[config.mk]
export PLATFORM = sky130hd
export DESIGN_NAME = rr_dispatcher
export DESIGN_NICKNAME = d
export VERILOG_FILES = /design/src/rtl/rr_dispatcher_pkg.sv /design/src/rtl/rr_disp_fifo.sv /design/src/rtl/rr_dispatcher.sv
export SDC_FILE = /design/constraint.sdc
export NUM_CORES = 1
export LEC_CHECK = 0
export ABC_AREA = 1
export CAP_MARGIN = 20
export CELL_PAD_IN_SITES_DETAIL_PLACEMENT = 0
export CELL_PAD_IN_SITES_GLOBAL_PLACEMENT = 2
export CORE_UTILIZATION = 36
export DETAILED_ROUTE_END_ITERATION = 6
export HOLD_SLACK_MARGIN = 0.05
export PLACE_DENSITY_LB_ADDON = 0.12
export SYNTH_ARGS = -nofsm -noshare
export SYNTH_HDL_FRONTEND = slang
export SYNTH_SLANG_ARGS = --single-unit
[constraint.sdc]
create_clock -name clk -period 6.8 [get_ports clk]
set_clock_uncertainty 0.1 [all_clocks]
set_input_delay 1.02 -clock clk [delete_from_list [all_inputs] [get_ports clk]]
set_output_delay 1.02 -clock clk [all_outputs]
set_load 0.005 [all_outputs]
[src/rtl/rr_dispatcher_pkg.sv]
// Shared types and default sizing for the round-robin packet dispatcher.
// PTR_W/CNT_W describe the default configuration; the top re-derives them from its parameters.
package rr_dispatcher_pkg;

   typedef enum logic {
      ST_IDLE   = 1'b0,
      ST_LOCKED = 1'b1
   } disp_state_t;

   localparam int DEF_NUM_OUT    = 4;
   localparam int DEF_DATA_W     = 64;
   localparam int DEF_FIFO_DEPTH = 2;

   localparam int PTR_W = $clog2(DEF_NUM_OUT);
   localparam int CNT_W = $clog2(DEF_FIFO_DEPTH) + 1;

endpackage

[src/rtl/rr_disp_fifo.sv]
// Per-channel synchronous FIFO with registered storage and no write-to-read bypass.
// A full FIFO refuses a push even when it is being popped in the same cycle.
module rr_disp_fifo
   import rr_dispatcher_pkg::*;
#(
   parameter int WIDTH = DEF_DATA_W + 1,
   parameter int DEPTH = DEF_FIFO_DEPTH
) (
   input  logic                       clk,
   input  logic                       rst_n,
   input  logic                       i_push,
   input  logic [WIDTH-1:0]           i_wdata,
   input  logic                       i_pop,
   output logic [WIDTH-1:0]           o_rdata,
   output logic                       o_full,
   output logic                       o_empty,
   output logic [$clog2(DEPTH):0]     o_count
);

   localparam int A_W = $clog2(DEPTH);
   localparam int C_W = A_W + 1;

   logic [WIDTH-1:0] r_mem [DEPTH];
   logic [A_W-1:0]   r_wptr;
   logic [A_W-1:0]   r_rptr;
   logic [C_W-1:0]   r_count;
   logic             w_do_push;
   logic             w_do_pop;

   assign o_full    = (r_count == C_W'(DEPTH));
   assign o_empty   = (r_count == '0);
   assign o_count   = r_count;
   assign o_rdata   = r_mem[r_rptr];
   assign w_do_push = i_push && !o_full;
   assign w_do_pop  = i_pop && !o_empty;

   always_ff @(posedge clk) begin
      if (!rst_n) begin
         r_wptr  <= '0;
         r_rptr  <= '0;
         r_count <= '0;
      end else begin
         if (w_do_push) begin
            r_mem[r_wptr] <= i_wdata;
            r_wptr        <= r_wptr + 1'b1;
         end
         if (w_do_pop) begin
            r_rptr <= r_rptr + 1'b1;
         end
         case ({w_do_push, w_do_pop})
            2'b10:   r_count <= r_count + 1'b1;
            2'b01:   r_count <= r_count - 1'b1;
            default: r_count <= r_count;
         endcase
      end
   end

endmodule

[src/rtl/rr_dispatcher.sv]
// Fans one valid/ready flit stream out to NUM_OUT channel FIFOs, rotating fairly per packet
// and keeping every packet on a single channel.
//
//   state     | meaning
//   ----------+------------------------------------------------------------
//   ST_IDLE   | no packet open; next flit picks a target by round-robin
//   ST_LOCKED | packet open; every flit goes to r_target until in_last
module rr_dispatcher
   import rr_dispatcher_pkg::*;
#(
   parameter int NUM_OUT    = DEF_NUM_OUT,
   parameter int DATA_W     = DEF_DATA_W,
   parameter int FIFO_DEPTH = DEF_FIFO_DEPTH
) (
   input  logic                      clk,
   input  logic                      rst_n,
   input  logic                      i_disp_enable,
   input  logic                      i_in_valid,
   output logic                      o_in_ready,
   input  logic [DATA_W-1:0]         i_in_data,
   input  logic                      i_in_last,
   output logic [NUM_OUT-1:0]        o_out_valid,
   input  logic [NUM_OUT-1:0]        i_out_ready,
   output logic [NUM_OUT*DATA_W-1:0] o_out_data,
   output logic [NUM_OUT-1:0]        o_out_last
);

   localparam int P_W = $clog2(NUM_OUT);
   localparam int C_W = $clog2(FIFO_DEPTH) + 1;

   disp_state_t        r_state;
   disp_state_t        w_state_nxt;
   logic [P_W-1:0]     r_ptr;
   logic [P_W-1:0]     w_ptr_nxt;
   logic [P_W-1:0]     r_target;
   logic [P_W-1:0]     w_target_nxt;
   logic [P_W-1:0]     w_sel;
   logic [P_W-1:0]     w_tgt;
   logic               w_sel_ok;
   logic               w_accept;

   logic [C_W-1:0]     w_count [NUM_OUT];
   logic [DATA_W:0]    w_rdata [NUM_OUT];
   logic [NUM_OUT-1:0] w_full;
   logic [NUM_OUT-1:0] w_empty;
   logic [NUM_OUT-1:0] w_room;
   logic [NUM_OUT-1:0] w_push;
   logic [NUM_OUT-1:0] w_pop;
   logic [NUM_OUT-1:0] w_cand;
   logic [NUM_OUT-1:0] w_cand_hi;

   // Candidates above the pointer win; otherwise the lowest candidate wraps around.
   always_comb begin
      w_cand    = '0;
      w_cand_hi = '0;
      w_sel     = '0;
      if (i_disp_enable) begin
         w_cand = w_room;
      end else begin
         w_cand[0] = w_room[0];
      end
      for (int i = 0; i < NUM_OUT; i++) begin
         w_cand_hi[i] = w_cand[i] && (P_W'(i) > r_ptr);
      end
      for (int i = NUM_OUT - 1; i >= 0; i--) begin
         if (w_cand[i]) w_sel = P_W'(i);
      end
      for (int i = NUM_OUT - 1; i >= 0; i--) begin
         if (w_cand_hi[i]) w_sel = P_W'(i);
      end
      w_sel_ok = |w_cand;
   end

   assign o_in_ready = rst_n &&
                       (((r_state == ST_IDLE) && w_sel_ok) ||
                        ((r_state == ST_LOCKED) && !w_full[r_target]));
   assign w_accept   = i_in_valid && o_in_ready;
   assign w_tgt      = (r_state == ST_IDLE) ? w_sel : r_target;

   always_comb begin
      w_state_nxt  = r_state;
      w_ptr_nxt    = r_ptr;
      w_target_nxt = r_target;
      case (r_state)
         ST_IDLE: begin
            if (w_accept) begin
               if (i_in_last) begin
                  w_ptr_nxt = w_sel;
               end else begin
                  w_state_nxt  = ST_LOCKED;
                  w_target_nxt = w_sel;
               end
            end
         end
         ST_LOCKED: begin
            if (w_accept && i_in_last) begin
               w_state_nxt = ST_IDLE;
               w_ptr_nxt   = r_target;
            end
         end
         default: begin
            w_state_nxt = ST_IDLE;
         end
      endcase
   end

   // Pointer resets to the last channel so the first packet lands on channel 0.
   always_ff @(posedge clk) begin
      if (!rst_n) begin
         r_state  <= ST_IDLE;
         r_ptr    <= P_W'(NUM_OUT - 1);
         r_target <= '0;
      end else begin
         r_state  <= w_state_nxt;
         r_ptr    <= w_ptr_nxt;
         r_target <= w_target_nxt;
      end
   end

   for (genvar g = 0; g < NUM_OUT; g++) begin : g_chan
      assign w_room[g] = (w_count[g] != C_W'(FIFO_DEPTH));
      assign w_push[g] = w_accept && (w_tgt == P_W'(g));
      assign w_pop[g]  = !w_empty[g] && i_out_ready[g];

      rr_disp_fifo #(
         .WIDTH (DATA_W + 1),
         .DEPTH (FIFO_DEPTH)
      ) u_fifo (
         .clk     (clk),
         .rst_n   (rst_n),
         .i_push  (w_push[g]),
         .i_wdata ({i_in_last, i_in_data}),
         .i_pop   (w_pop[g]),
         .o_rdata (w_rdata[g]),
         .o_full  (w_full[g]),
         .o_empty (w_empty[g]),
         .o_count (w_count[g])
      );

      assign o_out_valid[g]                  = !w_empty[g];
      assign o_out_last[g]                   = w_rdata[g][DATA_W] && !w_empty[g];
      assign o_out_data[g*DATA_W +: DATA_W]  = w_rdata[g][DATA_W-1:0];
   end

endmodule

Word-level counts from Yosys, hierarchy flattened
Memory sizes are Yosys's and may differ from the RTL's. A register that Yosys moved wholly into a read port is not among the register bits.
Index checks and enable logic that the tools add are counted.
- muxes and demuxes: 44
- eq/ne operators: 22
- reductions and logical operators: 51
- order comparisons: 5
- $add $sub $neg: 16
- bitwise logic cells: 2
- operator list (kind ; number):
    logical AND 1 bit ; 29
    2-to-1 mux 1 bit ; 24
    2-to-1 mux 2 bit ; 12
    equality test 2 bit (second input constant) ; 10
    one-hot mux 2 bit (2 select lines) ; 5
    inequality test 2 bit (second input constant) ; 6
    equality test 2 x 1 -> 1 bit (second input constant) ; 5
    logical NOT 2 bit ; 5
    logical NOT 1 bit ; 9
    adder 1 bit (second input constant) ; 8
    adder 2 x 1 -> 2 bit (second input constant) ; 4
    nonzero test 2 bit ; 4
    subtractor 2 x 1 -> 2 bit (second input constant) ; 4
    AND reduction 3 bit ; 2
    greater-than comparator 1 x 2 -> 1 bit (first input constant) ; 2
    greater-than comparator 2 bit (first input constant) ; 2
    OR reduction 4 bit ; 1
    < comparator 2 x 3 -> 1 bit (second input constant) ; 1
    2-to-1 mux 3 bit ; 1
    binary-select mux 1 bit (select 2 bit) ; 1
    inequality test 2 x 1 -> 1 bit (second input constant) ; 1
    NOT 1 bit ; 2
    one-hot mux 1 bit (2 select lines) ; 1
    logical OR 1 bit ; 1
- output and inout bits: 265
- bits in writable memories: 520
- word-level logic and storage cells: 159
- memories kept: 4
- bits of input ports: 73
- register bits: 21
- memory list (name ; words ; width ; rd ports ; clocked after Yosys merged registers in ; wr ports ; line ; source):
    g_chan[0].u_fifo.r_mem ; 2 ; 65 ; 1 ; 1 ; 1 ; rr_disp_fifo.sv:23 ; logic [WIDTH-1:0] r_mem [DEPTH];
    g_chan[1].u_fifo.r_mem ; 2 ; 65 ; 1 ; 1 ; 1 ; rr_disp_fifo.sv:23 ;
    g_chan[2].u_fifo.r_mem ; 2 ; 65 ; 1 ; 1 ; 1 ; rr_disp_fifo.sv:23 ;
    g_chan[3].u_fifo.r_mem ; 2 ; 65 ; 1 ; 1 ; 1 ; rr_disp_fifo.sv:23 ;

Longest topological paths before layout
Gate-level depths: netlist (run 1).
- depth in word-level cells: 17
- depth in mapped cells: 16

Cells and area by module
A second synthesis (run 1) with hierarchy kept.
- cell total of the unflattened synthesis: 1079
- area, all modules: 21209.1 um^2
- by module, submodules not included (module ; cells each ; area an instance (um^2) ; sequential area each (um^2) ; times used):
    rr_disp_fifo ; 241 ; 5154.9 ; 4003.8 ; 4
    rr_dispatcher ; 115 ; 589.3 ; 100.1 ; 1

Worst setup path before layout (run 1)
Ideal clock, no wire load.
- kind: input-to-reg
- start: input port i_disp_enable
- end: memory g_chan[3].u_fifo.r_mem[1][0] (netlist name) (enable)
- library setup time: 488 ps
- arrival time: 4561 ps
- stages on the path: 11
- slack: 1651 ps
- cells stage by stage: buf_2 -> nand3_1 -> nand2_1 -> inv_2 -> nand2_2 -> nand2_1 -> nand2_2 -> nand2_4 -> nor2_4 -> nand2_2 -> nor2_1
- word-level cells in the longest chain between the ends: 16
- elaborated cells between the ends (all ways): 24
- classes of those cells: eq/ne: 1; mux: 13; reduce/logical: 10
- ends and longest elaborated chain (element ; line ; source):
    start: declaration ; rr_dispatcher.sv:17 ; input logic i_disp_enable,
    2-to-1 mux 3 bit * ; rr_dispatcher.sv:57 ; if (i_disp_enable) begin
    2-to-1 mux 2 bit (4 in a row) ; rr_dispatcher.sv:66 ; if (w_cand[i]) w_sel = P_W'(i);
    2-to-1 mux 2 bit (4 in a row) ; rr_dispatcher.sv:69 ; if (w_cand_hi[i]) w_sel = P_W'(i);
    2-to-1 mux 2 bit ; rr_dispatcher.sv:78 ; assign w_tgt = (r_state == ST_IDLE) ? w_sel : r_target;
    equality test 2 bit ; rr_dispatcher.sv:122 ; assign w_push[g] = w_accept && (w_tgt == P_W'(g));
    logical AND 1 bit * ; rr_dispatcher.sv:122 ;
    logical AND 1 bit * ; rr_disp_fifo.sv:34 ; assign w_do_push = i_push && !o_full;
    2-to-1 mux 1 bit * ; rr_disp_fifo.sv:43 ; if (w_do_push) begin
    2-to-1 mux 1 bit * ; rr_disp_fifo.sv:38 ; if (!rst_n) begin
    2-to-1 mux 1 bit (implied by the code) * ; rr_disp_fifo.sv:44 ; r_mem[r_wptr] <= i_wdata;
    end: declaration ; rr_disp_fifo.sv:23 ;
Every way passes the cells marked *; elsewhere a longest branch is shown, timed or not.

==> results.cfg, run 1 <==
[grt]
gr-total-overflow = 0
largest_net_degree_at_the_start_of_global_routing = 67
vias_in_the_first_global_route = 12100
grt_usage_pct = 19.4
wire_length_of_the_first_global_routing_pass_um = 80500
grt_antenna_before_repair = 1

[worst_setup_path]
crit_chain = inv_2 > buf_4 > nand2_1 > nand2_1 > clkdlybuf4s50_1
worstPathArrival_ps = 3310
r2r-start = g_chan[2].u_fifo.o_count[1]
crit_start_category = register
timing.critical_path.fanout_max = 66
crit_top_cell = nand2_1
crit_required_ps = 5680
worst_setup_path_end_kind = primary output
cp_slowest_cell = dfxtp_4
worst_path_largest_cell_delay_ps = 920
criticalPathCategory = register to primary output

[power_and_ir_drop]
worst_ir_drop_vdd_mv = 0.197
finalPower_uw = 7750
leakage_uw = 0.00996
pwr_density_cell_nw_per_um2 = 294

[timing]
timing_hold_violations_final = 0
unrepaired_setup_endpoints_after_global_routing = false
tns_ps = 0
worstMarginPinSlew_ps = 944
max_clock_freq_mhz = 226
fin_crit_sh_pct = 65.1
final_slew_violations = 0
finalSetupViolations = 0
post-route-min-period_ps = 4430
slew-limit-headroom_pct = 37.1

[placed_design]
port_buffers = 337
detailed_place_hpwl_um = 35700
place_area_um2 = 24500
place_congestion = 0.765

[floorplan]
die_y_um = 239
rows = 86
floorplan.die_area_um2 = 57100
start_util_pct = 36.6
core_area_um2 = 55300
chipWidth_um = 239
boundaryPins = 338

[synth]
synth-seq-area-share_pct = 79.7
synthMostInstantiatedCell = nand2_1
synthArstFlopShare_pct = 0
synth_common_cells = 825 x nand2_1, 520 x edfxtp_1, 38 x clkbuf_1
yosys.area.top_type_share_pct = 77.2
syn_nets = 1653
cell_area_after_technology_mapping_um2 = 20200
ffs_latches_synth = 545
yosys_most_used_dff = edfxtp_1
edff_count_synth = 520
yosys.cell_types.count = 24
synthCells = 1576
ys.warnings.count = 0
syn_avg_cell_area_um2 = 12.8
ys_top_cells_by_area = edfxtp_1 77%, nand2_1 15%, dfxtp_1 2.5%
post_synthesis_cell_type_with_the_largest_combined_area = edfxtp_1

[cts]
cts_tree = built
number_of_post_cts_setup_repair_buffers = 0
cts.root.buffer_cell = clkbuf_16
number_of_sinks_handled_by_clock_tree_synthesis = 545
cts.hold.buffers_added = 0
post_cts.resized_instances = 0
clk_pin_slew_worst_paths_ps = 60
htree_levels = 2
cts-root-to-sink-buffers = 3
worstSkewPairLatency_ps = 600
tritoncts.num_buffers = 56

[hold_path]
hp-class = register to register
holdCritStartpoint = g_chan[0].u_fifo.r_rptr

[cells_and_area]
drive_above_1_share_pct = 7.40
final_area_um2 = 26400
filler_cell_count = 5003
area_delta_synth_final_pct = 30.4
nets = 2006

[routing]
drt-vias-per-instance = 4.60
detail_route.first_pass.iterations = 5
detail_route.wl_per_cell_um = 20.5
num_vias = 12500
drtIter0Drc = 760
final_antenna_net_count = 0
finalWirelength_um = 55700
drt_drc_violations_left = 0

[status]
status = finished, final reports clean

[run]
max_cap_violations = 0
## cells by family (layout without fill, tap and decap cells)
kind of cell / after synthesis / in the layout / synth area share (%)
compound gates: 38 / 38 / 0.953
buf+inv: 102 / 498 / 1.92
simple gates: 887 / 887 / 17.2
flops: 545 / 545 / 79.7
other cells: 0 / 1 / 0
fa+ha+maj: 4 / 4 / 0.247
## flip-flops by register name (all words and copies together), names as in the netlist, named ones only
signal and flops:
g_chan.u_fifo.r_rptr 4, g_chan.u_fifo.o_count 8, r_target 2, g_chan.u_fifo.r_wptr 4, g_chan.u_fifo.r_mem 520, r_ptr 2
## stage by stage
step / setup slack (ps) / util, % / hold slack [ps] / cells
global placement: 2060 / 44.3 / 325 / 2616
detailed placement: 2150 / 44.4 / 331 / 2618
global route: 2090 / 47.7 / 356 / 2720
finish: 2370 / 47.7 / 338 / 2721
CTS: 2230 / 47.7 / 336 / 2719
floorplan: 1650 / - / 325 / 1576
## critical path, delay by kind of cell, from the launching register on
kind          cells  cell delay, ps
simple gates      2             230
flops             1             920
buf+inv           3            1480
## where the power goes
group | total, µW | internal, µW | switching (µW)
combinational | 852 | 389 | 463
clock | 3040 | 1780 | 1260
sequential | 3860 | 3780 | 80.8
## path summary, 6_finish.rpt
check                                                endpoint  slack [ps]  cells past startpoint
worst max-delay path                            o_out_data[0]        2370                      5
worst min-delay path                                 register         340                      1
worst max register to register  g_chan[2].u_fifo.r_mem[0][58]        3770                     12
worst min register to register                       register         340                      1
## layer usage
| metal | vias up | track usage (%) | routed length, µm |
|---|---|---|---|
| met5 | - | 0 | 0 |
| met2 | 308 | 31.7 | 26700 |
| li1 | 6004 | - | - |
| met3 | 62 | 3.22 | 2810 |
| met1 | 6129 | 26.8 | 25200 |
| met4 | 0 | 5.17 | 1030 |
## final cells by class
cell class | instances | area (µm²) | share of cell area (%)
antenna | 1 | 2.50 | 0.00948
clock buffer | 68 | 1490 | 5.64
clock inverter | 33 | 338 | 1.28
inverter | 43 | 168 | 0.635
multi-input combinational | 929 | 3750 | 14.2
sequential | 545 | 16100 | 61.1
tap | 748 | 936 | 3.55
timing repair buffer | 354 | 3570 | 13.5
## cells in the final DEF (no fill, tap or decap), drive strengths merged, types with 6 or more instances in the layout
master,instances
a21oi,25
clkdlybuf4s50,337
buf,17
nor2,22
nand3,19
dfxtp,25
bufinv,6
nand2,839
clkinv,32
edfxtp,520
clkbuf,68
inv,38
o21ai,12
Note: power is estimated with default switching activity, not from simulation.
==> run 2: changes to the inputs <==
Settings changed: CORE_UTILIZATION 36 to 32.
Clock period 6.8 ns to 4 ns, I/O delays scaled along.
==> results.cfg, run 2 (synthesized netlist as in run 1, its figures left out) <==
[routing]
final_antenna_net_count = 0
detail_route.wl_per_cell_um = 20.7
detail_route.first_pass.iterations = 4
drtIter0Drc = 638
num_vias = 12500
drt-vias-per-instance = 4.45
finalWirelength_um = 58300
drt_drc_violations_left = 0

[floorplan]
chipWidth_um = 253
floorplan.die_area_um2 = 64200
die_y_um = 253
boundaryPins = 338
core_area_um2 = 62100
start_util_pct = 32.6
rows = 91

[cells_and_area]
largest_register_ffs = 520
final_core_util_pct = 43.1
nets = 2015
mostFrequentLayoutCells = 825 x nand2_1, 520 x edfxtp_1, 337 x clkdlybuf4s50_1
final_area_um2 = 26700
final-seq-area_um2 = 16100
mostFrequentLayoutCell = nand2_1
stdcell_count = 2820
drive_above_1_share_pct = 7.87
area_delta_synth_final_pct = 32.1
filler_cell_count = 5634
n_antenna_cell = 0
multiInputGateArea_um2 = 3750
register_with_the_highest_flop_count = g_chan.u_fifo.r_mem

[timing]
tns_ps = 0
unrepaired_setup_endpoints_after_global_routing = false
fin_crit_sh_pct = 91.7
slew-limit-headroom_pct = 35.2
max_clock_freq_mhz = 273
post-route-min-period_ps = 3670
final_slew_violations = 0
finalSetupViolations = 0
worstMarginPinSlew_ps = 972
timing_hold_violations_final = 0

[cts]
cts-root-to-sink-buffers = 3
post_cts.resized_instances = 0
worstSkewPairLatency_ps = 610
cts_tree = built
tritoncts.num_buffers = 58
cts.root.buffer_cell = clkbuf_16
clk_pin_slew_worst_paths_ps = 60
number_of_sinks_handled_by_clock_tree_synthesis = 545
cts.hold.buffers_added = 0
number_of_post_cts_setup_repair_buffers = 0
htree_levels = 2

[power_and_ir_drop]
worst_ir_drop_vdd_mv = 0.379
pwr_density_cell_nw_per_um2 = 507
finalPower_uw = 13600
leakage_uw = 0.0101

[worst_setup_path]
r2r_slack_ps = 1480
critical_path.reg2reg.endpoint = g_chan[1].u_fifo.r_mem[0][52]
r2r-start = g_chan[0].u_fifo.o_count[0]
worst_setup_path_end_kind = primary output
worst_setup_path_endpoint = o_out_data[65]
criticalPathCategory = register to primary output
crit_required_ps = 3300
crit_start_category = register
worst-r2r-cell-count = 11
worstPathArrival_ps = 2970
timing.critical_path.fanout_max = 38

[status]
status = finished, final reports clean

[placed_design]
dp_cells = 2715
detailed_place_hpwl_um = 37100
place_area_um2 = 24800
port_buffers = 337
place_congestion = 0.734

[grt]
largest_net_degree_at_the_start_of_global_routing = 67
vias_in_the_first_global_route = 12400
grt_usage_pct = 18.1
wire_length_of_the_first_global_routing_pass_um = 84400
grt_antenna_before_repair = 0
gr-total-overflow = 0

[hold_path]
holdCritStartpoint = g_chan[0].u_fifo.r_rptr
hp-class = register to register

[run]
max_cap_violations = 0
-- run 2: per-stage QoR --
step,setup WS [ps],hold WS [ps]
final,330,343
after detailed placement,744,333
after floorplan,367,325
after global routing,88.5,374
after global placement,780,323
after CTS,197,344
-- run 2: where the power goes --
group          internal (µW)  switching [µW]
clock network           3310            2200
logic                    680             845
registers               6430            95.2
-- run 2: cell type report --
cell class | instances | area share (%)
Sequential cell | 545 | 60.4
Multi-Input combinational cell | 929 | 14.0
Timing Repair Buffer | 361 | 13.8
Clock buffer | 74 | 5.81
Tap cell | 837 | 3.92
Clock inverter | 31 | 1.47
Inverter | 43 | 0.641
-- run 2: worst min path at each step --
stage / end / slack [ps] / depth (start not counted)
after floorplan: register / 330 / 1
after global placement: register / 320 / 1
after detailed placement: register / 330 / 1
after CTS: register / 340 / 1
after global routing: g_chan[3].u_fifo.r_rptr / 370 / 1
final: register / 340 / 1
-- run 2: critical path: stages (launching register included) --
cell and delay (ps):
dfxtp_4 590, clkinv_2 580, buf_12 400, nand2_1 80, nand2_1 150, clkdlybuf4s50_1 510
-- run 2: routing by layer --
| metal | global-route usage (%) | up-vias | part of all wire (%) |
|---|---|---|---|
| li1 | - | 6026 | - |
| met1 | 24.5 | 6123 | 45 |
| met2 | 29.3 | 303 | 47 |
| met3 | 3.24 | 86 | 5.0 |
| met4 | 6.35 | 0 | 2.9 |
| met5 | 0 | - | 0 |
